`config.mk`:
```
export PLATFORM = sky130hd
export DESIGN_NAME = fetch_unit_flat
export DESIGN_NICKNAME = d
export VERILOG_FILES = /design/src/rtl/fetch_unit_if.sv /design/src/rtl/fetch_unit.sv /design/src/flat_wrapper.sv
export SDC_FILE = /design/constraint.sdc
export NUM_CORES = 1
export LEC_CHECK = 0
export CAP_MARGIN = 40
export CORE_ASPECT_RATIO = 2
export CORE_MARGIN = 4
export CORE_UTILIZATION = 60
export CTS_CLUSTER_DIAMETER = 100
export DETAILED_ROUTE_END_ITERATION = 6
export DONT_BUFFER_PORTS = 1
export PLACE_DENSITY = 0.76
export SLEW_MARGIN = 20
export SYNTH_ARGS = -nofsm -noshare
export SYNTH_HDL_FRONTEND = slang
export SYNTH_SLANG_ARGS = --single-unit
```
`constraint.sdc`:
```
create_clock -name clk -period 13.7 [get_ports clk]
set_clock_uncertainty 0.15 [all_clocks]
set_input_delay 2.74 -clock clk [delete_from_list [all_inputs] [get_ports clk]]
set_output_delay 2.74 -clock clk [all_outputs]
set_load 0.01 [all_outputs]
```
`src/rtl/fetch_unit_if.sv`:
```
// Fetch-unit bus bundle: the instruction-memory request/response channel and
// the decode-facing instruction channel. The fetch unit is the master side.
interface fetch_unit_if;

    // Instruction-memory request channel
    logic        imemReqValid;
    logic        imemReqReady;
    logic [31:0] imemAddr;

    // Instruction-memory response channel (in order, always accepted)
    logic        imemRespValid;
    logic [31:0] imemRespData;

    // Decode-facing instruction channel
    logic        instrValid;
    logic        instrReady;
    logic [31:0] instr;
    logic [31:0] instrPc;

    modport master (
        output imemReqValid,
        output imemAddr,
        input  imemReqReady,
        input  imemRespValid,
        input  imemRespData,
        output instrValid,
        output instr,
        output instrPc,
        input  instrReady
    );

    modport slave (
        input  imemReqValid,
        input  imemAddr,
        output imemReqReady,
        output imemRespValid,
        output imemRespData,
        input  instrValid,
        input  instr,
        input  instrPc,
        output instrReady
    );

endinterface

```
`src/rtl/fetch_unit.sv`:
```
// Instruction fetch unit. Holds the fetch pointer, issues word requests to
// instruction memory under a credit limit, buffers in-order responses with
// their PC and hands them to decode. A redirect flushes the buffer and marks
// every in-flight request so its response is discarded when it returns.
module fetch_unit #(
    parameter logic [31:0] RESET_PC = 32'h0000_0000,
    parameter int unsigned DEPTH    = 2
) (
    input  logic         clk,
    input  logic         reset,
    input  logic         redirect,
    input  logic [31:0]  redirectPc,
    fetch_unit_if.master bus
);

    localparam int unsigned PtrW = (DEPTH > 1) ? $clog2(DEPTH) : 1;
    // Wide enough to hold count + outstanding (at most 2*DEPTH) without overflow.
    localparam int unsigned CntW = $clog2(DEPTH + 1) + 1;

    localparam logic [CntW-1:0] DepthC  = CntW'(DEPTH);
    localparam logic [PtrW-1:0] LastPtr = PtrW'(DEPTH - 1);

    // Architectural state
    logic [31:0]     fetch_pc_q, fetch_pc_d;
    logic [31:0]     resp_pc_q, resp_pc_d;
    logic [CntW-1:0] count_q, count_d;
    logic [CntW-1:0] outst_q, outst_d;
    logic [CntW-1:0] drop_q, drop_d;
    logic [PtrW-1:0] head_q, head_d;
    logic [PtrW-1:0] tail_q, tail_d;

    // Instruction buffer storage; validity is tracked by count/head/tail only.
    logic [31:0]     buf_pc_q    [DEPTH];
    logic [31:0]     buf_instr_q [DEPTH];

    // Handshake decode
    logic            req_valid;
    logic            head_valid;
    logic            req_fire;
    logic            resp_fire;
    logic            pop_fire;
    logic            push;
    logic [CntW-1:0] inflight;
    logic [31:0]     redirect_pc_aligned;

    function automatic logic [PtrW-1:0] ptr_inc(input logic [PtrW-1:0] p);
        return (p == LastPtr) ? '0 : p + PtrW'(1);
    endfunction

    // Requests are allowed only while a buffer slot is reserved for every
    // fetch already buffered or in flight, so the buffer can never overflow.
    assign req_valid  = (count_q + outst_q) < DepthC;
    assign head_valid = (count_q != '0);

    assign req_fire  = req_valid & bus.imemReqReady;
    assign resp_fire = bus.imemRespValid;
    assign pop_fire  = head_valid & bus.instrReady;

    // Outstanding requests after this cycle's request and response.
    assign inflight = outst_q + CntW'(req_fire) - CntW'(resp_fire);

    assign redirect_pc_aligned = {redirectPc[31:2], 2'b00};

    assign bus.imemReqValid = req_valid;
    assign bus.imemAddr     = fetch_pc_q;
    assign bus.instrValid   = head_valid;
    assign bus.instr        = head_valid ? buf_instr_q[head_q] : '0;
    assign bus.instrPc      = head_valid ? buf_pc_q[head_q]    : '0;

    // Next-state: pointer advance, response drop/push, buffer bookkeeping.
    always_comb begin
        fetch_pc_d = fetch_pc_q;
        resp_pc_d  = resp_pc_q;
        count_d    = count_q;
        outst_d    = inflight;
        drop_d     = drop_q;
        head_d     = head_q;
        tail_d     = tail_q;
        push       = 1'b0;

        if (redirect) begin
            // Everything still outstanding (including a request accepted this
            // cycle) belongs to the old path; a same-cycle response is simply
            // not pushed.
            fetch_pc_d = redirect_pc_aligned;
            resp_pc_d  = redirect_pc_aligned;
            count_d    = '0;
            head_d     = '0;
            tail_d     = '0;
            drop_d     = inflight;
        end else begin
            if (req_fire) begin
                fetch_pc_d = fetch_pc_q + 32'd4;
            end
            if (resp_fire) begin
                if (drop_q != '0) begin
                    drop_d = drop_q - CntW'(1);
                end else begin
                    push      = 1'b1;
                    resp_pc_d = resp_pc_q + 32'd4;
                    tail_d    = ptr_inc(tail_q);
                end
            end
            if (pop_fire) begin
                head_d = ptr_inc(head_q);
            end
            count_d = count_q + CntW'(push) - CntW'(pop_fire);
        end
    end

    // Control state register with synchronous active-low reset.
    always_ff @(posedge clk) begin
        if (!reset) begin
            fetch_pc_q <= RESET_PC;
            resp_pc_q  <= RESET_PC;
            count_q    <= '0;
            outst_q    <= '0;
            drop_q     <= '0;
            head_q     <= '0;
            tail_q     <= '0;
        end else begin
            fetch_pc_q <= fetch_pc_d;
            resp_pc_q  <= resp_pc_d;
            count_q    <= count_d;
            outst_q    <= outst_d;
            drop_q     <= drop_d;
            head_q     <= head_d;
            tail_q     <= tail_d;
        end
    end

    // Buffer write of a kept response at the tail slot.
    always_ff @(posedge clk) begin
        if (reset && push) begin
            buf_pc_q[tail_q]    <= resp_pc_q;
            buf_instr_q[tail_q] <= bus.imemRespData;
        end
    end

    // A kept response into a full buffer means the credit accounting is broken.
    buf_no_overflow_a : assert property (
        @(posedge clk) disable iff (!reset) !(push && (count_q == DepthC))
    );

endmodule

```
`src/flat_wrapper.sv`:
```
// flat-port wrapper written by rule: the top's interface ports become plain ports
module fetch_unit_flat 
#(
    parameter logic [31:0] RESET_PC = 32'h0000_0000,
    parameter int unsigned DEPTH    = 2
)
  (clk, reset, redirect, redirectPc, bus_imemReqValid, bus_imemAddr, bus_imemReqReady, bus_imemRespValid, bus_imemRespData, bus_instrValid, bus_instr, bus_instrPc, bus_instrReady);
  fetch_unit_if bus_i ();
  input  logic clk;
  input  logic reset;
  input  logic redirect;
  input  logic [31:0] redirectPc;
  output wire logic [$bits(bus_i.imemReqValid)-1:0] bus_imemReqValid;
  output wire logic [$bits(bus_i.imemAddr)-1:0] bus_imemAddr;
  input wire logic [$bits(bus_i.imemReqReady)-1:0] bus_imemReqReady;
  input wire logic [$bits(bus_i.imemRespValid)-1:0] bus_imemRespValid;
  input wire logic [$bits(bus_i.imemRespData)-1:0] bus_imemRespData;
  output wire logic [$bits(bus_i.instrValid)-1:0] bus_instrValid;
  output wire logic [$bits(bus_i.instr)-1:0] bus_instr;
  output wire logic [$bits(bus_i.instrPc)-1:0] bus_instrPc;
  input wire logic [$bits(bus_i.instrReady)-1:0] bus_instrReady;
  assign bus_imemReqValid = bus_i.imemReqValid;
  assign bus_imemAddr = bus_i.imemAddr;
  assign bus_i.imemReqReady = bus_imemReqReady;
  assign bus_i.imemRespValid = bus_imemRespValid;
  assign bus_i.imemRespData = bus_imemRespData;
  assign bus_instrValid = bus_i.instrValid;
  assign bus_instr = bus_i.instr;
  assign bus_instrPc = bus_i.instrPc;
  assign bus_i.instrReady = bus_instrReady;
  fetch_unit #(.RESET_PC(RESET_PC), .DEPTH(DEPTH)) u_core (.clk(clk), .reset(reset), .redirect(redirect), .redirectPc(redirectPc), .bus(bus_i));
endmodule
```
==> results of run 1 <==
==> power by group <==
part           switching, mW  internal (mW)
clock network          0.220          0.287
registers             0.0383          0.669
logic                  0.191         0.0942
total                  0.449           1.05
==> routing by layer <==
layer	wire, µm	vias up	track usage
met3	1150	28	0.0578
met1	6930	2802	0.257
met5	0	-	0
met4	419	0	0.0875
li1	-	2754	-
met2	9750	202	0.398
==> cell usage after synthesis (all sizes together) (10+ instances only) <==
cell	number
nand3	15
nor2	82
nand2	27
edfxtp	124
nand4	19
inv	21
o21ai	37
buf	15
a21oi	18
xnor2	10
o31ai	23
a31oi	30
clkbuf	34
a311oi	11
mux2i	64
dfxtp	72
or4	28
==> through the flow <==
step                      instance area [µm²]  cells
final                                    9450    925
after global routing                     9450    925
after CTS                                9400    921
after detailed placement                 8790    889
after global placement                   8760    888
after floorplan                          8700    742
==> kinds of logic after synthesis <==
logic type,after synthesis,synth area share
mux,64,0.0737
fa+ha+maj,11,0.0184
xor+xnor,20,0.0220
other cells,1,0.000431
compound gates,141,0.108
simple gates,234,0.147
buf+inv,72,0.0363
flops,196,0.594
==> state kept, by name, indices dropped and copies added, names as in the netlist, named ones only <==
signal / flops
u_core.buf_instr_q: 64
u_core.buf_pc_q: 60
u_core.bus.imemAddr: 30
u_core.resp_pc_q: 30
u_core.count_q: 3
u_core.drop_q: 3
u_core.outst_q: 3
u_core.head_q: 1
u_core.tail_q: 1
==> worst min-delay path by stage <==
stage	start	end	slack, ns	depth (start not counted)
after global routing	u_core.resp_pc_q[9]	u_core.buf_pc_q[0][9]	0.34	0
final	u_core.resp_pc_q[9]	u_core.buf_pc_q[1][9]	0.32	0
after global placement	u_core.resp_pc_q[9]	u_core.buf_pc_q[0][9]	0.29	0
after detailed placement	u_core.resp_pc_q[9]	u_core.buf_pc_q[0][9]	0.30	0
after floorplan	u_core.resp_pc_q[25]	u_core.buf_pc_q[0][25]	0.27	0
after CTS	u_core.resp_pc_q[9]	u_core.buf_pc_q[0][9]	0.32	0
==> layout make-up <==
| cell class | instances | area, µm² |
|---|---|---|
| Antenna cell | 1 | 2.50 |
| Clock buffer | 19 | 454 |
| Clock inverter | 13 | 159 |
| Fill cell | 1114 | 4820 |
| Inverter | 22 | 82.6 |
| Multi-Input combinational cell | 474 | 3240 |
| Sequential cell | 196 | 5170 |
| Tap cell | 192 | 240 |
| Timing Repair Buffer | 8 | 109 |
==> summary.md, run 1 <==
## Yosys
- **number of cells produced by synthesis** 739
- **dominant cells by area after synthesis** sky130_fd_sc_hd__edfxtp_1, sky130_fd_sc_hd__dfxtp_1, sky130_fd_sc_hd__mux2i_1
- **count of state elements after synthesis** 196
- **average instance area after synthesis** 11.8 µm²
- **cell taking the most area after synthesis** sky130_fd_sc_hd__edfxtp_1
- **prevailing post-synth register cell** sky130_fd_sc_hd__edfxtp_1
- **number of enable-type register cells in the synthesized netlist** 124
- **area share of the largest cell type after synthesis** 0.428
- **ys async rst share** 0
- **Synth Cell Area** 0.00869 mm²
- **post-synthesis cell type count** 63
- **fraction of the yosys area taken by sequential cells** 0.594
- **Warnings, synthesis** 0

## Setup path
- **cell type of the slowest stage on the worst timing path** sky130_fd_sc_hd__fa_1
- **Worst setup SP type** flop
- **logic depth of the worst register-to-register path** 11
- **CP Capture Type** output port
- **CP Cell Sequence** inv_1, fa_1, xor3_2, nand2_2, inv_1
- **Crit path arrival time** 2.11 ns
- **cell type with the highest occurrence count on the critical path** sky130_fd_sc_hd__inv_1
- **critical path depth in cells** 5
- **capture point of the worst path** bus_imemReqValid
- **critical register-to-register path startpoint** u_core.count_q[2]
- **number of buffer and inverter instances along the worst setup path** 2
- **worst stage delay on the critical path** 0.41 ns
- **family with the most delay on the worst path** adder cells
- **Worst Path Required** 10.81 ns
- **highest fanout seen on the critical path** 10
- **reg-to-reg slack, setup** 10.55 ns
- **end of the worst register-to-register path** u_core.count_q[2]
- **start-to-end type of the worst setup path** reg -> out
- **critical path launch point** u_core.count_q[1]

## Pwr
- **worst supply voltage drop on vdd** 0.0905 mV
- **Power Total** 1.50 mW
- **total power density per cell area** 159 mW/mm²
- **static leakage power** 2.97 nW

## Route
- **antenna violation net count after detailed routing** 0
- **violation count after the first detailed-routing iteration** 254
- **total DRC errors in the routed layout** 0
- **Routed Wire Length** 18.2 mm
- **final routed wire length divided by cell count** 19.7 µm
- **ratio of routed vias to standard cells** 6.26
- **Initial DRT Pass Iterations** 5
- **Via Count** 5,786

## Finish
- **commonest non-fill, non-tap cells in the layout** sky130_fd_sc_hd__edfxtp_1, sky130_fd_sc_hd__nor2_1, sky130_fd_sc_hd__dfxtp_1, sky130_fd_sc_hd__mux2i_1, sky130_fd_sc_hd__o21ai_0
- **final core utilization** 0.662
- **most common library cell in the layout ignoring fill and taps** sky130_fd_sc_hd__edfxtp_1
- **signed area change from the synthesized netlist to the final layout** 8.75%
- **share of final-layout standard cells stronger than drive strength 1** 0.0847
- **number of nets in the final layout** 800

## Clocking
- **CTS tree** yes
- **clock latency at the later pin of the worst-skew pair** 0.42 ns
- **clock-pin slew on the worst setup and hold paths** 0.07 ns
- **number of levels in the clock H-tree** 4
- **maximum clock insertion buffer count** 2
- **buffer count from post-CTS setup fixing** 0
- **number of buffers added by the clock tree synthesis step** 17
- **Resized cells post-CTS** 0
- **sink count of the clock tree** 196
- **CTS Root Cell** sky130_fd_sc_hd__clkbuf_16
- **hold buffers post-CTS** 0

## Floorplanning
- **number of top-level design ports** 168
- **die width** 93.1 µm
- **floorplan row count** 62
- **core area** 0.0143 mm²
- **die boundary height** 178 µm
- **starting density of the core** 0.609
- **area of the die** 0.0166 mm²

## Timing
- **Fin. Hold Viols** 0
- **crit share post-route** 0.365
- **number of failing setup endpoints in the final timing report** 0
- **unrepaired setup endpoints after global routing** no
- **Slew headroom** 0.496
- **post-route worst setup slack** 8.70 ns
- **final setup TNS** 0 ns
- **slew at the pin closest to its max-slew limit** 0.754 ns
- **final critical delay including setup and external delays** 5.00 ns
- **final worst hold slack** 0.316 ns
- **highest achievable clock rate** 200 MHz
- **final max-slew violation count** 0

## Worst hold path
- **classification of the worst-slack hold path** reg -> reg

## Flow run
- **max-cap viol count** 0

## Global route
- **via count of the first global-routing pass** 5,753
- **wire length of the first global-routing pass** 29.3 mm
- **antenna violations before repair** 1
- **sum of overflow across all layers after global routing** 0
- **overall fraction of global-route tracks in use** 0.225
- **pin count of the biggest net entering global routing** 78

## Placement
- **HPWL after detailed placement** 12.4 mm
- **RePlAce Congestion** 0.805
- **pre-CTS worst setup slack** 8.94 ns
- **number of port buffers** 0

## Run status
- **status** completed

No activity file was read; power rests on OpenSTA's default activity.
==> run 2: changes to the inputs <==
Settings changed: CORE_UTILIZATION 60 to 57, PLACE_DENSITY 0.76 to 0.75.
Clock period 13.7 ns to 4.33 ns, I/O delays scaled along.
==> summary.md, run 2 (synthesized netlist as in run 1, its figures left out) <==
## Setup path
- **start-to-end type of the worst setup path** reg -> out, unchanged
- **Worst Path Required** 3.31 ns, was 10.81 ns
- **highest fanout seen on the critical path** 10, unchanged
- **CP Capture Type** output port, unchanged
- **Crit path arrival time** 2.15 ns, was 2.11 ns
- **Worst setup SP type** flop, unchanged

## Pwr
- **proportion of power drawn by combinational gates** 0.188, was 0.190
- **Sw Share** 0.304, was 0.299
- **sw power** 1.44 mW, was 449 µW
- **worst supply voltage drop on vdd** 0.330 mV, was 0.0905 mV
- **static leakage power** 2.96 nW, was 2.97 nW
- **cell-internal power** 3.30 mW, was 1.05 mW
- **total power density per cell area** 502 mW/mm², was 159 mW/mm²
- **share of total power in the clock network** 0.339, was 0.338
- **portion of total power attributed to sequential cells** 0.473, was 0.472

## Route
- **total DRC errors in the routed layout** 0, unchanged
- **Routed Wire Length** 18.1 mm, was 18.2 mm
- **final routed wire length divided by cell count** 19.5 µm, was 19.7 µm
- **ratio of routed vias to standard cells** 6.25, was 6.26
- **violation count after the first detailed-routing iteration** 287, was 254
- **Initial DRT Pass Iterations** 7, was 5
- **antenna violation net count after detailed routing** 0, unchanged
- **Via Count** 5,786, unchanged

## Timing
- **crit share post-route** 0.731
- **number of failing setup endpoints in the final timing report** 0, unchanged
- **Fin. Hold Viols** 0, unchanged
- **final critical delay including setup and external delays** 3.17 ns
- **Slew headroom** 0.473, was 0.496
- **final max-slew violation count** 0, unchanged
- **slew at the pin closest to its max-slew limit** 0.788 ns, was 0.754 ns
- **highest achievable clock rate** 316 MHz
- **final setup TNS** 0 ns, unchanged
- **unrepaired setup endpoints after global routing** no, unchanged

## Run status
- **status** completed, unchanged

## Finish
- **Largest Register** u_core.buf_instr_q, unchanged
- **final design area excluding fillers** 0.00944 mm², was 0.00945 mm²
- **number of nets in the final layout** 799, was 800
- **Largest register FFs** 64, unchanged
- **signed area change from the synthesized netlist to the final layout** 8.62%, was 8.75%
- **share of final-layout standard cells stronger than drive strength 1** 0.0834, was 0.0847
- **most common library cell in the layout ignoring fill and taps** sky130_fd_sc_hd__edfxtp_1, unchanged
- **biggest registers after layout** u_core.buf_instr_q: 64 flops, u_core.buf_pc_q: 60 flops, unchanged
- **commonest non-fill, non-tap cells in the layout** sky130_fd_sc_hd__edfxtp_1, sky130_fd_sc_hd__nor2_1, sky130_fd_sc_hd__dfxtp_1, sky130_fd_sc_hd__mux2i_1, sky130_fd_sc_hd__o21ai_0, unchanged
- **antenna diode count** 0, was 1

## Clocking
- **clock latency at the later pin of the worst-skew pair** 0.43 ns, was 0.42 ns
- **clock-pin slew on the worst setup and hold paths** 0.07 ns, about the same
- **maximum clock insertion buffer count** 2, unchanged
- **number of buffers added by the clock tree synthesis step** 17, unchanged
- **number of levels in the clock H-tree** 4, unchanged
- **CTS tree** yes, unchanged
- **Resized cells post-CTS** 0, unchanged
- **sink count of the clock tree** 196, unchanged
- **buffer count from post-CTS setup fixing** 0, unchanged
- **hold buffers post-CTS** 0, unchanged
- **CTS Root Cell** sky130_fd_sc_hd__clkbuf_16, unchanged

## Global route
- **wire length of the first global-routing pass** 28.7 mm, was 29.3 mm
- **via count of the first global-routing pass** 5,655, was 5,753
- **overall fraction of global-route tracks in use** 0.211, was 0.225
- **sum of overflow across all layers after global routing** 0, unchanged
- **antenna violations before repair** 0, was 1
- **pin count of the biggest net entering global routing** 63, was 78

## Floorplanning
- **starting density of the core** 0.583, was 0.609
- **area of the die** 0.0174 mm², was 0.0166 mm²
- **die width** 95.3 µm, was 93.1 µm
- **floorplan row count** 63, was 62
- **die boundary height** 183 µm, was 178 µm
- **number of top-level design ports** 168, unchanged
- **core area** 0.0149 mm², was 0.0143 mm²

## Placement
- **RePlAce Congestion** 0.826, was 0.805
- **DP Area** 0.00880 mm², was 0.00879 mm²
- **HPWL after detailed placement** 13.1 mm, was 12.4 mm
- **number of port buffers** 0, unchanged

## Worst hold path
- **classification of the worst-slack hold path** reg -> reg, unchanged

## Flow run
- **max-cap viol count** 0, unchanged

run 2: changes by cell type in the layout (fill, tap and decap cells not counted), sizes merged:
cell,previous run,this run
diode,1,0
buf,8,7
clkbuf,19,17
clkinv,0,5
inv,31,28
run 2: worst max-delay path: stages (launching register included):
cell and delay, ns:
sky130_fd_sc_hd__dfxtp_1 0.40, sky130_fd_sc_hd__inv_1 0.12, sky130_fd_sc_hd__fa_1 0.41, sky130_fd_sc_hd__xor3_2 0.33
sky130_fd_sc_hd__nand2_2 0.20, sky130_fd_sc_hd__inv_1 0.26
run 2: layer usage:
layer / global-route usage / part of all wire / vias to the layer above
li1: - / - / 2757
met1: 0.237 / 0.36 / 2764
met2: 0.373 / 0.54 / 231
met3: 0.0561 / 0.078 / 34
met4: 0.0781 / 0.025 / 0
met5: 0 / 0 / -
run 2: path summary, 6_finish.rpt:
path | slack, ns | depth (start not counted) | start | end
worst max-delay path | 1.16 | 5 | u_core.count_q[1] | bus_imemReqValid
worst min-delay path | 0.32 | 0 | u_core.resp_pc_q[9] | u_core.buf_pc_q[1][9]
worst max register to register | 1.25 | 10 | u_core.count_q[1] | u_core.drop_q[2]
worst min register to register | 0.32 | 0 | u_core.resp_pc_q[9] | u_core.buf_pc_q[1][9]
run 2: stage by stage:
step	power (mW)	utilization	worst slack (ns)	hold WS, ns	std cells
detailed placement	3.18	0.591	1.25	0.309	893
finish	4.74	0.634	1.16	0.321	926
global route	4.98	0.634	1.05	0.351	926
CTS	4.79	0.632	1.14	0.327	925
floorplan	2.98	-	0.415	0.274	742
global placement	3.14	0.589	1.34	0.294	892
run 2: power groups by stage:
stage	clock [mW]	combinational, mW	sequential [mW]
2_1_floorplan	0	0.738	2.24
3_3_place_gp	0	0.853	2.29
3_5_place_dp	0	0.900	2.28
4_1_cts	1.64	0.903	2.24
5_1_grt	1.73	0.987	2.26
6_report	1.60	0.893	2.24
run 2: layout make-up:
class | instances | area [µm²]
fillers | 1146 | 5460
flip-flops and latches | 196 | 5170
multi-input cells | 474 | 3240
clock buffers | 17 | 425
well taps | 195 | 244
clock inverters | 15 | 194
repair buffers | 7 | 90.1
inverters | 22 | 82.6
